==> config.mk <==
export PLATFORM = sky130hd
export DESIGN_NAME = icache_direct
export DESIGN_NICKNAME = d
export VERILOG_FILES = /design/src/rtl/icache_direct.sv
export SDC_FILE = /design/constraint.sdc
export NUM_CORES = 1
export LEC_CHECK = 0
export BUFFER_PORTS_ARGS = -buffer_cell sky130_fd_sc_hd__clkbuf_2
export CAP_MARGIN = 15
export CORE_UTILIZATION = 45
export DETAILED_ROUTE_END_ITERATION = 6
export PLACE_DENSITY_LB_ADDON = 0.15
export SYNTH_ARGS = -nofsm -noshare
export SYNTH_HDL_FRONTEND = slang
export SYNTH_SLANG_ARGS = --single-unit
==> constraint.sdc <==
create_clock -name CLK -period 9.6 [get_ports CLK]
set_input_delay 0.48 -clock CLK [delete_from_list [all_inputs] [get_ports CLK]]
set_output_delay 0.48 -clock CLK [all_outputs]
set_load 0.02 [all_outputs]
==> src/rtl/icache_direct.sv <==
// Direct-mapped, read-only instruction cache with same-cycle hits, single-word fills
// on a miss, and saturating hit/miss counters.
module icache_direct #(
  parameter int          SETS    = 16,
  parameter logic [31:0] PC_INIT = 32'h0
) (
  input  logic        CLK,
  input  logic        RST,
  input  logic        imemREN,
  input  logic [31:0] imemaddr,
  output logic        ihit,
  output logic [31:0] imemload,
  output logic        iREN,
  output logic [31:0] iaddr,
  input  logic        iwait,
  input  logic [31:0] iload,
  output logic [31:0] hit_count,
  output logic [31:0] miss_count,
  output logic [0:0]  state_dbg
);
  localparam int IDX = $clog2(SETS);
  localparam int TW  = 30 - IDX;
  localparam logic [0:0] IDLE = 1'b0;
  localparam logic [0:0] FILL = 1'b1;
  localparam logic [31:0] CNT_MAX = 32'hFFFF_FFFF;

  // Memory handshake: in FILL, iREN/iaddr stay asserted and stable; the word on iload
  // is taken in the first cycle with iREN=1 and iwait=0, which also ends the fill.
  logic [0:0]      state_q, state_d;
  logic [31:0]     maddr_q, maddr_d;
  logic [31:0]     hit_count_q, hit_count_d;
  logic [31:0]     miss_count_q, miss_count_d;
  logic [SETS-1:0] valid_q, valid_d;
  logic [TW-1:0]   tag_q  [SETS];
  logic [31:0]     data_q [SETS];

  logic [IDX-1:0] req_idx, fill_idx;
  logic [TW-1:0]  req_tag, fill_tag;
  logic           lookup_hit, fill_we;
  logic           unused_ok;

  assign req_idx    = imemaddr[IDX+1:2];
  assign req_tag    = imemaddr[31:IDX+2];
  assign fill_idx   = maddr_q[IDX+1:2];
  assign fill_tag   = maddr_q[31:IDX+2];
  assign lookup_hit = imemREN && valid_q[req_idx] && (tag_q[req_idx] == req_tag);
  assign unused_ok  = &{1'b0, PC_INIT, imemaddr[1:0], maddr_q[1:0]};

  always_comb begin
    state_d  = state_q;
    maddr_d  = maddr_q;
    ihit     = 1'b0;
    imemload = 32'h0;
    iREN     = 1'b0;
    iaddr    = 32'h0;
    fill_we  = 1'b0;
    case (state_q)
      IDLE: begin
        if (lookup_hit) begin
          ihit     = 1'b1;
          imemload = data_q[req_idx];
        end else if (imemREN) begin
          maddr_d = {imemaddr[31:2], 2'b00};
          state_d = FILL;
        end
      end
      default: begin
        iREN  = 1'b1;
        iaddr = maddr_q;
        if (!iwait) begin
          fill_we = 1'b1;
          state_d = IDLE;
          // Bypass only if the datapath is still asking for the word being filled.
          if (imemREN && (imemaddr[31:2] == maddr_q[31:2])) begin
            ihit     = 1'b1;
            imemload = iload;
          end
        end
      end
    endcase
  end

  always_comb begin
    valid_d = valid_q;
    if (fill_we) valid_d[fill_idx] = 1'b1;
    hit_count_d  = (ihit && hit_count_q != CNT_MAX) ? hit_count_q + 32'd1 : hit_count_q;
    miss_count_d = (fill_we && miss_count_q != CNT_MAX) ? miss_count_q + 32'd1 : miss_count_q;
  end

  always_ff @(posedge CLK or posedge RST) begin
    if (RST) begin
      state_q      <= IDLE;
      maddr_q      <= 32'h0;
      hit_count_q  <= 32'h0;
      miss_count_q <= 32'h0;
      valid_q      <= '0;
    end else begin
      state_q      <= state_d;
      maddr_q      <= maddr_d;
      hit_count_q  <= hit_count_d;
      miss_count_q <= miss_count_d;
      valid_q      <= valid_d;
    end
  end

  // Tag/data need no reset: the valid bits gate every use of them.
  always_ff @(posedge CLK) begin
    if (fill_we) begin
      tag_q[fill_idx]  <= fill_tag;
      data_q[fill_idx] <= iload;
    end
  end

  assign hit_count  = hit_count_q;
  assign miss_count = miss_count_q;
  assign state_dbg  = state_q;
endmodule

After elaboration in Yosys (flattened, before gate mapping)

Memory sizes are Yosys's and may differ from the RTL's.
Cells that the tools add are included.

Add/subtract/negate cells: 2
Magnitude comparators: 3
Equal/unequal tests: 4
Muxes and demuxes: 22
Bitwise logic cells: 3
Reductions and logical operators: 7

Operator list:

| operator              | count |
|---|---|
| $mux 32               | 5 |
| $add 32x1->32 const B | 2 |
| $ne 32x32->1 const B  | 2 |
| $eq 30x30->1          | 1 |
| $eq 26x26->1          | 1 |
| $or 16x16->16         | 1 |
| $mux 1                | 15 |
| $lt 4x5->1 const B    | 2 |
| $logic_and 1x1->1     | 6 |
| $bmux 1 s4            | 1 |
| $demux 1 s4           | 1 |
| $ge 4x1->1 const B    | 1 |
| $reduce_and 3->1      | 1 |
| $not 1->1             | 2 |

Flip-flop bits (word level): 111
Bits in writable memories: 928
Input port bits: 68
Output and inout port bits: 131
Word-level logic and storage cells: 48
Memories kept: 2

Memories:

| memory | words | bits a word | read ports | clocked after memory_dff | wr ports | RTL line | RTL |
|---|---|---|---|---|---|---|---|
| data_q | 16    | 32          | 1          | 0                        | 1        | 35       | `logic [31:0] data_q [SETS];` |
| tag_q  | 16    | 26          | 1          | 0                        | 1        | 34       | `logic [TW-1:0] tag_q [SETS];` |

Depth between registers and ports, before layout

Word-level depth: 7
Mapped depth: 15
Mapped depth without buffers: 9

Worst setup path after synthesis

Ideal clock, no wire load.

Path kind: reg2reg
Start point: register state_q, in the netlist state_dbg
End point: register valid_q[1]
Setup time: 89 ps
Arrival: 5508 ps
Data required time: 9511 ps
Setup slack: 4003 ps
Cell stages (with the launch flop): 5
Buffers on the path: 0
Clock period less this slack: 5597 ps
Cells stage by stage: dfrtp_1 nand2_1 or3_1 nor3_1 or2_2

Word-level cells in the longest chain between the ends: 1

RTL lines:

| item                   | RTL line | RTL |
|---|---|---|
| from (decl)            | 29       | `logic [0:0] state_q, state_d;` |
| from (signal assigned) | 98       | `state_q <= state_d;` |
| $mux 1                 | 57       | `case (state_q)` |
| to (signal assigned)   | 102      | `valid_q <= valid_d;` |
| to (decl)              | 33       | `logic [SETS-1:0] valid_q, valid_d;` |

No other way between the ends.
A chain may end at the register's enable or synchronous reset.

Worst setup path in the final report

Start point: input port imemaddr[2]
End point: output port imemload[30]

Word-level cells in the longest chain between the ends: 6
Elaborated cells on any way between the ends: 13
Classes of those cells: eq/ne: 2; mux: 6; reduce/logical: 3; memory: 2

RTL lines:

| item                                                  | RTL line | RTL |
|---|---|---|
| from (decl)                                           | 10       | `input logic [31:0] imemaddr,` |
| branches (longest 5 deep; another with $mem_v2 16x26) | n/a      |  |
| $mux 32 *                                             | 57       |  |
| to (decl)                                             | 12       | `output logic [31:0] imemload,` |

Mark *: on every way between the ends. The select of a mux whose other input is x is not followed.

==> summary.md <==
| Metric | Value |
|---|---|
| Status | completed |
| CP max stage delay | 0.79 ns |
| Endpoint kind of the worst setup timing path | output port |
| Hold Fails Final Rpt | 0 |
| Layout fillers | 7,367 |
| Class of the worst hold path | primary input to flop |
| Grt ovf | 0 |
| Final ANT Viol Nets | 0 |
| Combined buffer and inverter count along the critical path | 5 |
| Cells along the critical path | buf_8 > buf_4 > buf_4 > mux4_2 > nand3_1 > nand3_1 > nand3b_1 > nor4b_1 > nand4_1 > buf_4 > o21ai_0 > clkbuf_2 |
| Fin nets | 2,404 |
| I/O pin cnt | 199 |
| Post-CTS setup buffer count | 0 |
| Setup Total Neg Slack | 0 ns |
| Setup Crit Path Kind | primary input to output port |
| Clock root buffer master | clkbuf_16 |
| Avg Vias per Cell | 5.80 |
| Largest net degree at the start of global routing | 72 |
| Most common cell after layout, fill and taps aside | edfxtp_1 |
| WP data required | 9.12 ns |
| #FFs+latches synth | 1,039 |
| Total track usage | 21.5% |
| Yosys synthesis warning count | 0 |
| Half-perimeter wire length after placement | 54.6 mm |
| Maximum vdd ir drop | 167 uV |
| Worst-case reg-to-reg path depth | 10 |
| Data arrival at the endpoint of the critical path | 5.20 ns |
| Sum of routed wire segments on met1 | 43.1 mm |
| Worst setup slack after placement | 3.63 ns |
| Max-cap violation count | 0 |
| Total power divided by cell area | 218 mW/mm2 |
| First-pass GRT wire length | 147 mm |
| Critical path's most frequent cell | buf_4 |
| Vias | 21,000 |
| Register area share after synthesis | 73.6% |
| Row Count | 111 |
| Relative slew slack | 22.1% |
| Top metal layer carrying routed signals | met5 |
| Delay-heaviest family, CP | buffers and inverters |
| Initial core utilization | 45.4% |
| Vias in the first global route | 21,800 |
| Chip width | 306 um |
| Top cells by area in the synthesized netlist | edfxtp_1 67%, mux4_2 14%, dfrtp_1 6.7%, xnor2_1 1.9%, mux2i_1 1.3% |
| Share of post-route cells with drive strength above 1 | 30.3% |
| Number of design rule violations left after detail routing | 0 |
| CP Launch Type | primary input |
| PnR worst setup slack | 3.92 ns |
| Clock insertion delay at the later pin of the skew report | 0.68 ns |
| Number of slew-limit violations in the final report | 0 |
| Full die area | 0.0937 mm2 |
| Gates resized, CTS repair | 0 |
| Number of levels the H-tree was split into | 3 |
| Cell count after synthesis | 2,092 |
| Minimum clock period | 5.68 ns |
| Critical path depth | 12 |
| Share of the synthesized area in the top cell type | 66.9% |
| Number of detailed-routing iterations run before antenna repair | 5 |
| Synth-to-Final Area Change | 14.4% |
| Worst hold path depth | 2 |
| Clock slew at the register clock pins of the worst setup and hold paths | 0.06 ns |
| Clock sink count | 1,039 |
| Post-synth ARST share | 10.7% |
| Share of the cycle needed by the critical path after routing | 59.2% |
| Highest-count cells in the layout ignoring fill and taps | 928 x edfxtp_1, 260 x mux4_2, 190 x clkbuf_2, 111 x dfrtp_1, 107 x clkbuf_16 |
| Wirelength per Cell | 27.6 um |
| Timing-limited maximum frequency | 176 MHz |
| Input/output buffers | 194 |
| Number of antenna violations at the first check in global routing | 1 |
| Die height | 306 um |
| Final GP Congestion | 0.849 |
| Post-synthesis area per instance | 19.9 um2 |
| Final Routed Wirelength | 99.6 mm |
| Cell with the largest stage delay on the worst path | buf_4 |
| Number of distinct library cell variants in the gate-level netlist after synthesis | 61 |
| Placeable core region | 0.0917 mm2 |
| Leakage Power | 16.2 nW |
| Number of enable-type register cells in the synthesized netlist | 928 |
| Leading register cell type out of synthesis | edfxtp_1 |
| Crit path max fanout | 68 |
| CTS max path bufs | 3 |
| Setup repair after global routing missed its margin | false |
| Mapped cell area | 0.0416 mm2 |
| Final setup violation count | 0 |
| Inserted Clock Buffers | 106 |
| Transition time at the pin with the least slew margin | 1.17 ns |
| Max Clock Skew | 0.0285 ns |
| Length of routed met2 wiring | 48.8 mm |
| Library cell occupying the most area in the post-synthesis netlist | edfxtp_1 |
| Count of routing violations after the opening detailed-route iteration | 1,676 |
| Total length of routed met3 wires | 5.61 mm |
| Clock tree from TritonCTS | yes |
[where the power goes]
group,switching [mW],total [mW],internal (mW)
logic,0.467,0.783,0.316
clock network,1.72,4.22,2.50
registers,0.192,5.39,5.20
[through the flow]
stage               total power, mW  util [%]  instances  hold WS, ns  area [um2]
global route                   10.7      52.0       3611       0.0864       47600
floorplan                      5.92         -       2093        0.434       41600
CTS                            10.5      52.0       3611       0.0611       47600
finish                         10.4      52.0       3612        0.118       47600
global placement               6.24      48.0       3410        0.446       44000
detailed placement             6.28      48.0       3411        0.450       44000
[sequential cells by signal, indices dropped and copies added (netlist names)]
signal	flops
hit_count	32
tag_q	416
data_q	512
maddr_q	30
valid_q	16
state_dbg	1
miss_count	32
[cell type report]
cell class / count / area, um2 / share of cell area (%)
antenna: 1 / 2.50 / 0.00525
clock buffer: 138 / 2880 / 6.05
clock inverter: 61 / 707 / 1.48
inverter: 47 / 179 / 0.376
multi-input combinational: 902 / 10400 / 21.8
sequential: 1039 / 30600 / 64.3
tap: 1186 / 1480 / 3.11
timing repair buffer: 238 / 1340 / 2.80
[worst reg2reg max path: cells and delay by family (launching register included)]
| kind | cells | cell delay (ns) |
|---|---|---|
| compound gates | 2 | 0.96 |
| xor+xnor | 2 | 0.51 |
| buf+inv | 1 | 0.37 |
| flops | 1 | 0.35 |
| mux | 2 | 0.72 |
| simple gates | 3 | 0.92 |
[cells by family after synthesis]
kind of cell | count (synthesis) | synth area share (%)
xor gates and xnor gates | 133 | 2.82
AOI/OAI and AO/OA | 83 | 1.34
adders and majority gates | 2 | 0.0601
and+or+nand+nor | 338 | 4.25
DFF | 1039 | 73.6
muxes | 344 | 16.2
other | 1 | 0.00901
buffers and inverters | 152 | 1.72
[cells in the mapped netlist, types with 3 or more instances]
library cell / instances
a22oi_1: 7
dfrtp_1: 111
nand2b_1: 9
or4b_1: 3
xor2_1: 41
a22o_1: 5
nor3b_1: 3
clkbuf_1: 39
nor4_1: 6
nand2_1: 96
nand3b_1: 4
nor2_1: 43
nor4b_1: 6
a21oi_1: 7
inv_1: 46
nand3_1: 36
buf_6: 10
a211oi_1: 3
nor2b_1: 8
and3_1: 15
a31oi_1: 3
and2_1: 36
buf_1: 19
edfxtp_1: 928
o21ai_0: 38
and4_1: 8
buf_2: 27
mux4_2: 260
xnor2_1: 91
o32ai_1: 3
or2_2: 16
mux2i_1: 52
nand4_1: 21
buf_4: 10
mux2_2: 32
or3_1: 3
nor3_1: 18
[per-layer routing]
layer	track usage, %	vias to the layer above
met5	0	-
met4	5.35	2
met3	3.89	143
met2	34.9	645
met1	30.2	11300
li1	-	8887
[timing repair]
item / CTS / global route
endpoints found under the setup margin: 0 / 0
hold buffers: 1 / 0
hold endpoints to repair: 64 / 0
[worst paths after layout]
check                                        start                         end  slack [ns]
setup / recovery                       imemaddr[2]                imemload[30]        3.92
hold / removal                         imemaddr[8]      maddr_q[8]$_DFFE_PP0P_        0.12
setup reg to reg           tag_q[15][15]$_DFFE_PP_   hit_count[29]$_DFFE_PP0P_        5.65
hold reg to reg             valid_q[5]$_DFFE_PP0P_      valid_q[5]$_DFFE_PP0P_        0.46
max in group asynchronous                      RST     valid_q[12]$_DFFE_PP0P_        7.75
min in group asynchronous                      RST  miss_count[24]$_DFFE_PP0P_        0.52
(Power assumes the default switching activity.)
